--- src/rtl/lcd_bus_receiver.sv ---
// ---------------------------------------------------------------------------
// lcd_bus_receiver
//
// Receive-side model of an HD44780-style 8-bit character-LCD bus. The bus
// pins are synchronized into clk_50, each write transfer is latched on the
// falling edge of E, instructions update the display-state registers, and
// data bytes land in a 2x16 character buffer exposed through a registered
// read port.
//
// Ports:
//   clk_50      in   system clock
//   reset       in   asynchronous, active-low
//   lcd_d       in   [7:0] LCD data bus (asynchronous)
//   lcd_rs      in   0 = instruction, 1 = data
//   lcd_rw      in   0 = write, 1 = read (ignored)
//   lcd_e       in   enable strobe, transfer latched on its falling edge
//   rd_addr     in   [4:0] buffer index (0-15 line 1, 16-31 line 2)
//   rd_data     out  [7:0] buffer byte at rd_addr, one cycle later
//   cursor      out  [6:0] address counter (AC)
//   disp_on, cursor_on, blink_on   out  display-control D, C, B
//   entry_inc   out  1 = AC increments after a data write
//   two_line, bus_8bit             out  function-set N and DL
//   busy        out  clear sweep in progress
//   cmd_pulse   out  one-cycle pulse per applied instruction
//   data_pulse  out  one-cycle pulse per applied data write
//   overrun     out  sticky: a transfer arrived during a clear sweep
// ---------------------------------------------------------------------------
module lcd_bus_receiver (
    input  logic       clk_50,
    input  logic       reset,
    input  logic [7:0] lcd_d,
    input  logic       lcd_rs,
    input  logic       lcd_rw,
    input  logic       lcd_e,
    input  logic [4:0] rd_addr,
    output logic [7:0] rd_data,
    output logic [6:0] cursor,
    output logic       disp_on,
    output logic       cursor_on,
    output logic       blink_on,
    output logic       entry_inc,
    output logic       two_line,
    output logic       bus_8bit,
    output logic       busy,
    output logic       cmd_pulse,
    output logic       data_pulse,
    output logic       overrun
);

    typedef enum logic {
        ST_IDLE  = 1'b0,
        ST_SWEEP = 1'b1
    } state_t;

    // Bus bit packing: {e, rw, rs, d[7:0]}
    logic [10:0] s1_q, s2_q, s3_q;

    state_t      state_q, state_d;
    logic [4:0]  idx_q, idx_d;
    logic [6:0]  ac_q, ac_d;
    logic        disp_on_q, disp_on_d;
    logic        cursor_on_q, cursor_on_d;
    logic        blink_on_q, blink_on_d;
    logic        entry_inc_q, entry_inc_d;
    logic        two_line_q, two_line_d;
    logic        bus_8bit_q, bus_8bit_d;
    logic        cgram_mode_q, cgram_mode_d;
    logic        cmd_pulse_q, cmd_pulse_d;
    logic        data_pulse_q, data_pulse_d;
    logic        overrun_q, overrun_d;
    logic [7:0]  rd_data_q;

    logic        mem_we;
    logic [4:0]  mem_waddr;
    logic [7:0]  mem_wdata;
    logic [7:0]  buf_mem [0:31];

    logic        e_fall;
    logic        x_rw, x_rs;
    logic [7:0]  x_d;

    // The s3 copy still holds the values present while E was high.
    assign e_fall = s3_q[10] & ~s2_q[10];
    assign x_rw   = s3_q[9];
    assign x_rs   = s3_q[8];
    assign x_d    = s3_q[7:0];

    // AC increment: line 1 end (0x27) jumps to line 2, line 2 end wraps to 0.
    // Out-of-range values count up and naturally reach 0x40 or wrap via 0x7F.
    function automatic logic [6:0] ac_inc(input logic [6:0] a);
        if (a == 7'h27)
            return 7'h40;
        else if (a == 7'h67)
            return 7'h00;
        else
            return a + 7'd1;
    endfunction

    function automatic logic [6:0] ac_dec(input logic [6:0] a);
        if (a == 7'h00)
            return 7'h67;
        else if (a == 7'h40)
            return 7'h27;
        else
            return a - 7'd1;
    endfunction

    // -----------------------------------------------------------------------
    // Input synchronizer
    // -----------------------------------------------------------------------
    always_ff @(posedge clk_50 or negedge reset) begin
        if (!reset) begin
            s1_q <= '0;
            s2_q <= '0;
            s3_q <= '0;
        end else begin
            s1_q <= {lcd_e, lcd_rw, lcd_rs, lcd_d};
            s2_q <= s1_q;
            s3_q <= s2_q;
        end
    end

    // -----------------------------------------------------------------------
    // State registers
    // -----------------------------------------------------------------------
    always_ff @(posedge clk_50 or negedge reset) begin
        if (!reset) begin
            state_q      <= ST_SWEEP;
            idx_q        <= '0;
            ac_q         <= '0;
            disp_on_q    <= 1'b0;
            cursor_on_q  <= 1'b0;
            blink_on_q   <= 1'b0;
            entry_inc_q  <= 1'b1;
            two_line_q   <= 1'b0;
            bus_8bit_q   <= 1'b1;
            cgram_mode_q <= 1'b0;
            cmd_pulse_q  <= 1'b0;
            data_pulse_q <= 1'b0;
            overrun_q    <= 1'b0;
        end else begin
            state_q      <= state_d;
            idx_q        <= idx_d;
            ac_q         <= ac_d;
            disp_on_q    <= disp_on_d;
            cursor_on_q  <= cursor_on_d;
            blink_on_q   <= blink_on_d;
            entry_inc_q  <= entry_inc_d;
            two_line_q   <= two_line_d;
            bus_8bit_q   <= bus_8bit_d;
            cgram_mode_q <= cgram_mode_d;
            cmd_pulse_q  <= cmd_pulse_d;
            data_pulse_q <= data_pulse_d;
            overrun_q    <= overrun_d;
        end
    end

    // -----------------------------------------------------------------------
    // Next-state logic: clear sweep, instruction decode, data writes
    // -----------------------------------------------------------------------
    always_comb begin
        state_d      = state_q;
        idx_d        = idx_q;
        ac_d         = ac_q;
        disp_on_d    = disp_on_q;
        cursor_on_d  = cursor_on_q;
        blink_on_d   = blink_on_q;
        entry_inc_d  = entry_inc_q;
        two_line_d   = two_line_q;
        bus_8bit_d   = bus_8bit_q;
        cgram_mode_d = cgram_mode_q;
        cmd_pulse_d  = 1'b0;
        data_pulse_d = 1'b0;
        overrun_d    = overrun_q;
        mem_we       = 1'b0;
        mem_waddr    = idx_q;
        mem_wdata    = 8'h20;

        case (state_q)
            ST_SWEEP: begin
                // Sweep owns the buffer write port; anything arriving now is lost.
                mem_we    = 1'b1;
                mem_waddr = idx_q;
                mem_wdata = 8'h20;
                idx_d     = idx_q + 5'd1;
                if (idx_q == 5'd31)
                    state_d = ST_IDLE;
                if (e_fall)
                    overrun_d = 1'b1;
            end

            default: begin
                if (e_fall && !x_rw) begin
                    if (!x_rs) begin
                        cmd_pulse_d = 1'b1;
                        if (x_d[7]) begin
                            ac_d         = x_d[6:0];
                            cgram_mode_d = 1'b0;
                        end else if (x_d[6]) begin
                            cgram_mode_d = 1'b1;
                        end else if (x_d[5]) begin
                            bus_8bit_d = x_d[4];
                            two_line_d = x_d[3];
                        end else if (x_d[4]) begin
                            // Display shift (d[3]=1) leaves AC alone.
                            if (!x_d[3])
                                ac_d = x_d[2] ? ac_inc(ac_q) : ac_dec(ac_q);
                        end else if (x_d[3]) begin
                            disp_on_d   = x_d[2];
                            cursor_on_d = x_d[1];
                            blink_on_d  = x_d[0];
                        end else if (x_d[2]) begin
                            entry_inc_d = x_d[1];
                        end else if (x_d[1]) begin
                            ac_d         = '0;
                            cgram_mode_d = 1'b0;
                        end else if (x_d[0]) begin
                            state_d      = ST_SWEEP;
                            idx_d        = '0;
                            ac_d         = '0;
                            entry_inc_d  = 1'b1;
                            cgram_mode_d = 1'b0;
                        end
                    end else begin
                        data_pulse_d = 1'b1;
                        // CGRAM writes are accepted on the bus but not modelled.
                        if (!cgram_mode_q) begin
                            if (ac_q[6:4] == 3'b000) begin
                                mem_we    = 1'b1;
                                mem_waddr = {1'b0, ac_q[3:0]};
                                mem_wdata = x_d;
                            end else if (ac_q[6:4] == 3'b100) begin
                                mem_we    = 1'b1;
                                mem_waddr = {1'b1, ac_q[3:0]};
                                mem_wdata = x_d;
                            end
                            ac_d = entry_inc_q ? ac_inc(ac_q) : ac_dec(ac_q);
                        end
                    end
                end
            end
        endcase
    end

    // -----------------------------------------------------------------------
    // Character buffer: single write port, registered read port. Contents
    // are not reset; the post-reset sweep initializes them.
    // -----------------------------------------------------------------------
    always_ff @(posedge clk_50) begin
        if (mem_we)
            buf_mem[mem_waddr] <= mem_wdata;
    end

    always_ff @(posedge clk_50 or negedge reset) begin
        if (!reset)
            rd_data_q <= 8'h00;
        else
            rd_data_q <= buf_mem[rd_addr];
    end

    assign rd_data    = rd_data_q;
    assign cursor     = ac_q;
    assign disp_on    = disp_on_q;
    assign cursor_on  = cursor_on_q;
    assign blink_on   = blink_on_q;
    assign entry_inc  = entry_inc_q;
    assign two_line   = two_line_q;
    assign bus_8bit   = bus_8bit_q;
    assign busy       = (state_q == ST_SWEEP);
    assign cmd_pulse  = cmd_pulse_q;
    assign data_pulse = data_pulse_q;
    assign overrun    = overrun_q;

endmodule

--- config.mk ---
export PLATFORM = sky130hd
export DESIGN_NAME = lcd_bus_receiver
export DESIGN_NICKNAME = d
export VERILOG_FILES = /design/src/rtl/lcd_bus_receiver.sv
export SDC_FILE = /design/constraint.sdc
export NUM_CORES = 1
export LEC_CHECK = 0
export ABC_AREA = 1
export BUFFER_PORTS_ARGS = -buffer_cell sky130_fd_sc_hd__buf_2
export CAP_MARGIN = 15
export CORE_ASPECT_RATIO = 1.1
export CORE_MARGIN = 3
export CORE_UTILIZATION = 48
export DETAILED_ROUTE_END_ITERATION = 7
export GPL_TIMING_DRIVEN = 0
export PLACE_DENSITY = 0.63
export SLEW_MARGIN = 25
export SYNTH_ARGS = -nofsm -noshare
export SYNTH_HDL_FRONTEND = slang
export SYNTH_SLANG_ARGS = --single-unit
export TNS_END_PERCENT = 5
--- constraint.sdc ---
create_clock -name clk_50 -period 5.6 [get_ports clk_50]
set_input_delay 1.68 -clock clk_50 [delete_from_list [all_inputs] [get_ports clk_50]]
set_output_delay 1.68 -clock clk_50 [all_outputs]
set_load 0.01 [all_outputs]
==> results.py <==
metrics = {
    "clock_network": {
        "post_cts_resize_count": 0,
        "path_clk_slew_ns": 0.06,
        "clock_latency_ns": 0.51,
        "post_cts_buffers": 0,
        "cts_root_buf": "clkbuf_16",
        "clk_path_buf_depth": 3,
        "hold_buffers": 0,
        "clkSinkCount": 320,
        "tritoncts": "done",
        "cts_buffers": 34,
        "h-tree-depth": 2,
    },
    "final_layout": {
        "final_nets": 1308,
        "syn_to_final_growth_pct": 15.93,
        "diodes": 0,
        "drive_above_1_share_pct": 11.81,
    },
    "sta": {
        "slew_viol_final": 0,
        "skew_ns": 0.01574,
        "post-route-min-period_ns": 3.135,
        "relSlewSlack_pct": 47.46,
        "hold_violations": 0,
        "tightest_slew_ns": 0.7851,
        "final.period_utilization_pct": 55.98,
        "fin_setup_tns_ns": 0,
        "grt_setup_unrepaired": "false",
        "max_freq_ghz": 0.3190,
        "finalSetupViolCount": 0,
    },
    "placement": {
        "dp_hpwl_um": 22000,
        "io_buffers": 39,
        "place_congestion": 0.8696,
    },
    "global_routing": {
        "grtUsageMet2_pct": 34.89,
        "use_met1_pct": 29.49,
        "first_global_vias": 8734,
        "grt_pass1_wl_um": 48440,
        "track_usage_pct": 21.53,
        "grt_overflow": 0,
        "antenna_found_initial": 0,
        "grt_use_met3_pct": 3.448,
        "grt_max_degree": 38,
        "grt-busiest-layer": "met2",
    },
    "setup_path": {
        "critPathMaxFanout": 10,
        "reg2reg_to": "buf_mem[27][7]$_DFFE_PP_",
        "r2r_start": "cursor[4]$_DFFE_PN0P_",
        "end_kind": "flip-flop",
        "critPathLaunchType": "input port",
        "worstPathArrival_ns": 3.58,
        "crit_type": "in -> reg",
        "r2r_cells": 9,
        "r2r_slack_ns": 2.86,
        "cp_data_required_time_ns": 6.04,
    },
    "detailed_routing": {
        "antenna_left": 0,
        "vias": 8915,
        "avgViaCountPerCell": 5.342,
        "wl_um": 31660,
        "dr.pass1.iters": 5,
        "drt_first_iter_violations": 780,
        "drc_errors": 0,
        "routedWlPerCell_um": 18.97,
    },
    "yosys": {
        "syn_nets": 1223,
        "synth.distinct_cells": 33,
        "ys_warn_count": 0,
        "synth-seq-cells": 320,
        "postSynthAreaPerCell_um2": 11.00,
        "seq_area_frac_synth_pct": 70.32,
        "synthesis.area_um2": 13210,
        "syn_inst": 1201,
    },
    "min_path": {
        "holdPathEnd": "s3_q[6]$_DFF_PN0_",
        "hold_depth": 0,
        "holdCritStartpoint": "s2_q[6]$_DFF_PN0_",
        "hold_path.class": "reg -> reg",
    },
    "power": {
        "p_leak_nw": 6.056,
        "p_total_mw": 5.370,
        "power.density_nw_per_um2": 350.6,
        "ir_drop_mv": 0.2786,
    },
    "die": {
        "pin_count": 43,
        "start_util_pct": 48.87,
        "rows": 63,
        "die_area_um2": 29560,
        "die_w_um": 164.2,
        "die_y_um": 180.0,
        "core_area_um2": 27040,
    },
    "run": {
        "maxCapViolations": 0,
    },
    "status": {
        "outcome": "finished, final reports clean",
    },
}
metrics by stage:
stage	instance area [µm²]	hold WS, ns	util, %	std cells	worst slack, ns
6_report	15320	0.3434	56.66	1669	2.465
5_1_grt	15320	0.3501	56.66	1669	2.375
4_1_cts	15320	0.3476	56.66	1669	2.522
3_5_place_dp	14150	0.3347	52.32	1607	2.002
3_3_place_gp	13860	0.3325	51.25	1597	1.719
2_1_floorplan	13210	0.3312	-	1201	2.894
area by class of cell:
cell class	instances	area, µm²
Clock buffer	57	1097
Fill cell	2234	11720
Inverter	39	150.1
Timing Repair Buffer	49	432.9
Clock inverter	5	75.07
Buffer	57	241.5
Tap cell	357	446.7
Sequential cell	320	9293
Multi-Input combinational cell	785	3582
placed cells by master, fill, tap and decap left out, types with 7 or more instances in the layout:
cell	instances
nand2_1	394
edfxtp_1	256
nand3_1	242
nor2_1	67
dfrtp_1	61
buf_2	54
clkbuf_16	39
clkbuf_1	36
inv_1	33
buf_1	16
o21ai_0	15
nor2_4	10
and2_1	8
nand4_1	8
nand2_2	7
a21oi_1	7
buf_16	7
sequential cells by signal, summed over array words and instances (netlist names):
| register | cells |
|---|---|
| rd_data | 8 |
| blink_on | 1 |
| cgram_mode_q | 1 |
| busy | 1 |
| cursor | 7 |
| cursor_on | 1 |
| s3_q | 11 |
| bus_8bit | 1 |
| buf_mem | 256 |
| data_pulse | 1 |
| cmd_pulse | 1 |
| disp_on | 1 |
| two_line | 1 |
| s2_q | 11 |
| overrun | 1 |
| entry_inc | 1 |
| s1_q | 11 |
| idx_q | 5 |
synth_stat cells (all sizes together):
library cell / instances / share of area [%]
dfrtp: 61 / 12
edfxtp: 256 / 58
nor3: 1 / 0.038
o211ai: 2 / 0.11
ha: 4 / 0.38
and2: 8 / 0.38
clkbuf: 24 / 0.68
xor2: 3 / 0.20
nand4: 8 / 0.38
a21boi: 1 / 0.057
o21bai: 1 / 0.057
inv: 38 / 1.1
buf: 33 / 1.1
o21ai: 17 / 0.76
clkinv: 1 / 0.038
a21oi: 7 / 0.27
dfstp: 3 / 0.60
nand2: 404 / 12
nor2: 78 / 2.4
o22ai: 2 / 0.095
nand3: 249 / 9.8
critical path: stages:
cell      delay, ns
buf_2          0.12
inv_1          0.06
clkbuf_1       0.53
buf_2          0.37
nand2_1        0.11
nand3_1        0.08
nand3_1        0.19
nand2_1        0.13
nand2_1        0.05
nand3_1        0.10
and2_1         0.15
cells by family (layout without fill, tap and decap cells):
family | count (synthesis) | count (layout) | synth area share (%)
and+or+nand+nor | 748 | 748 | 24.79
xor gates and xnor gates | 3 | 3 | 0.1989
buffers and inverters | 96 | 207 | 2.964
adders and majority gates | 4 | 4 | 0.3788
DFF | 320 | 320 | 70.32
AOI/OAI and AO/OA | 30 | 30 | 1.345
worst max-delay path by stage:
stage,from,endpoint,slack (ns),cells past startpoint
4_1_cts,rd_addr[0],rd_data[2]$_DFF_PN0_,2.52,11
5_1_grt,rd_addr[0],rd_data[1]$_DFF_PN0_,2.37,11
6_report,rd_addr[0],rd_data[7]$_DFF_PN0_,2.47,11
3_3_place_gp,cursor[5]$_DFFE_PN0P_,buf_mem[16][6]$_DFFE_PP_,1.72,6
2_1_floorplan,rd_addr[1],rd_data[3]$_DFF_PN0_,2.89,8
3_5_place_dp,rd_addr[0],rd_data[1]$_DFF_PN0_,2.00,11
where the power goes:
group          leakage [nW]  switching (mW)  internal, mW
Combinational          2.16           0.296         0.132
Sequential             3.32          0.0410          2.59
Clock                 0.575           0.882          1.43
Total                  6.06            1.22          4.15
layer usage:
| metal | part of all wire (%) | vias up |
|---|---|---|
| met5 | 0 | - |
| met2 | 47 | 308 |
| met1 | 42 | 4234 |
| met4 | 3.5 | 0 |
| li1 | - | 4293 |
| met3 | 6.7 | 80 |
Note: power is estimated with default switching activity, not from simulation.
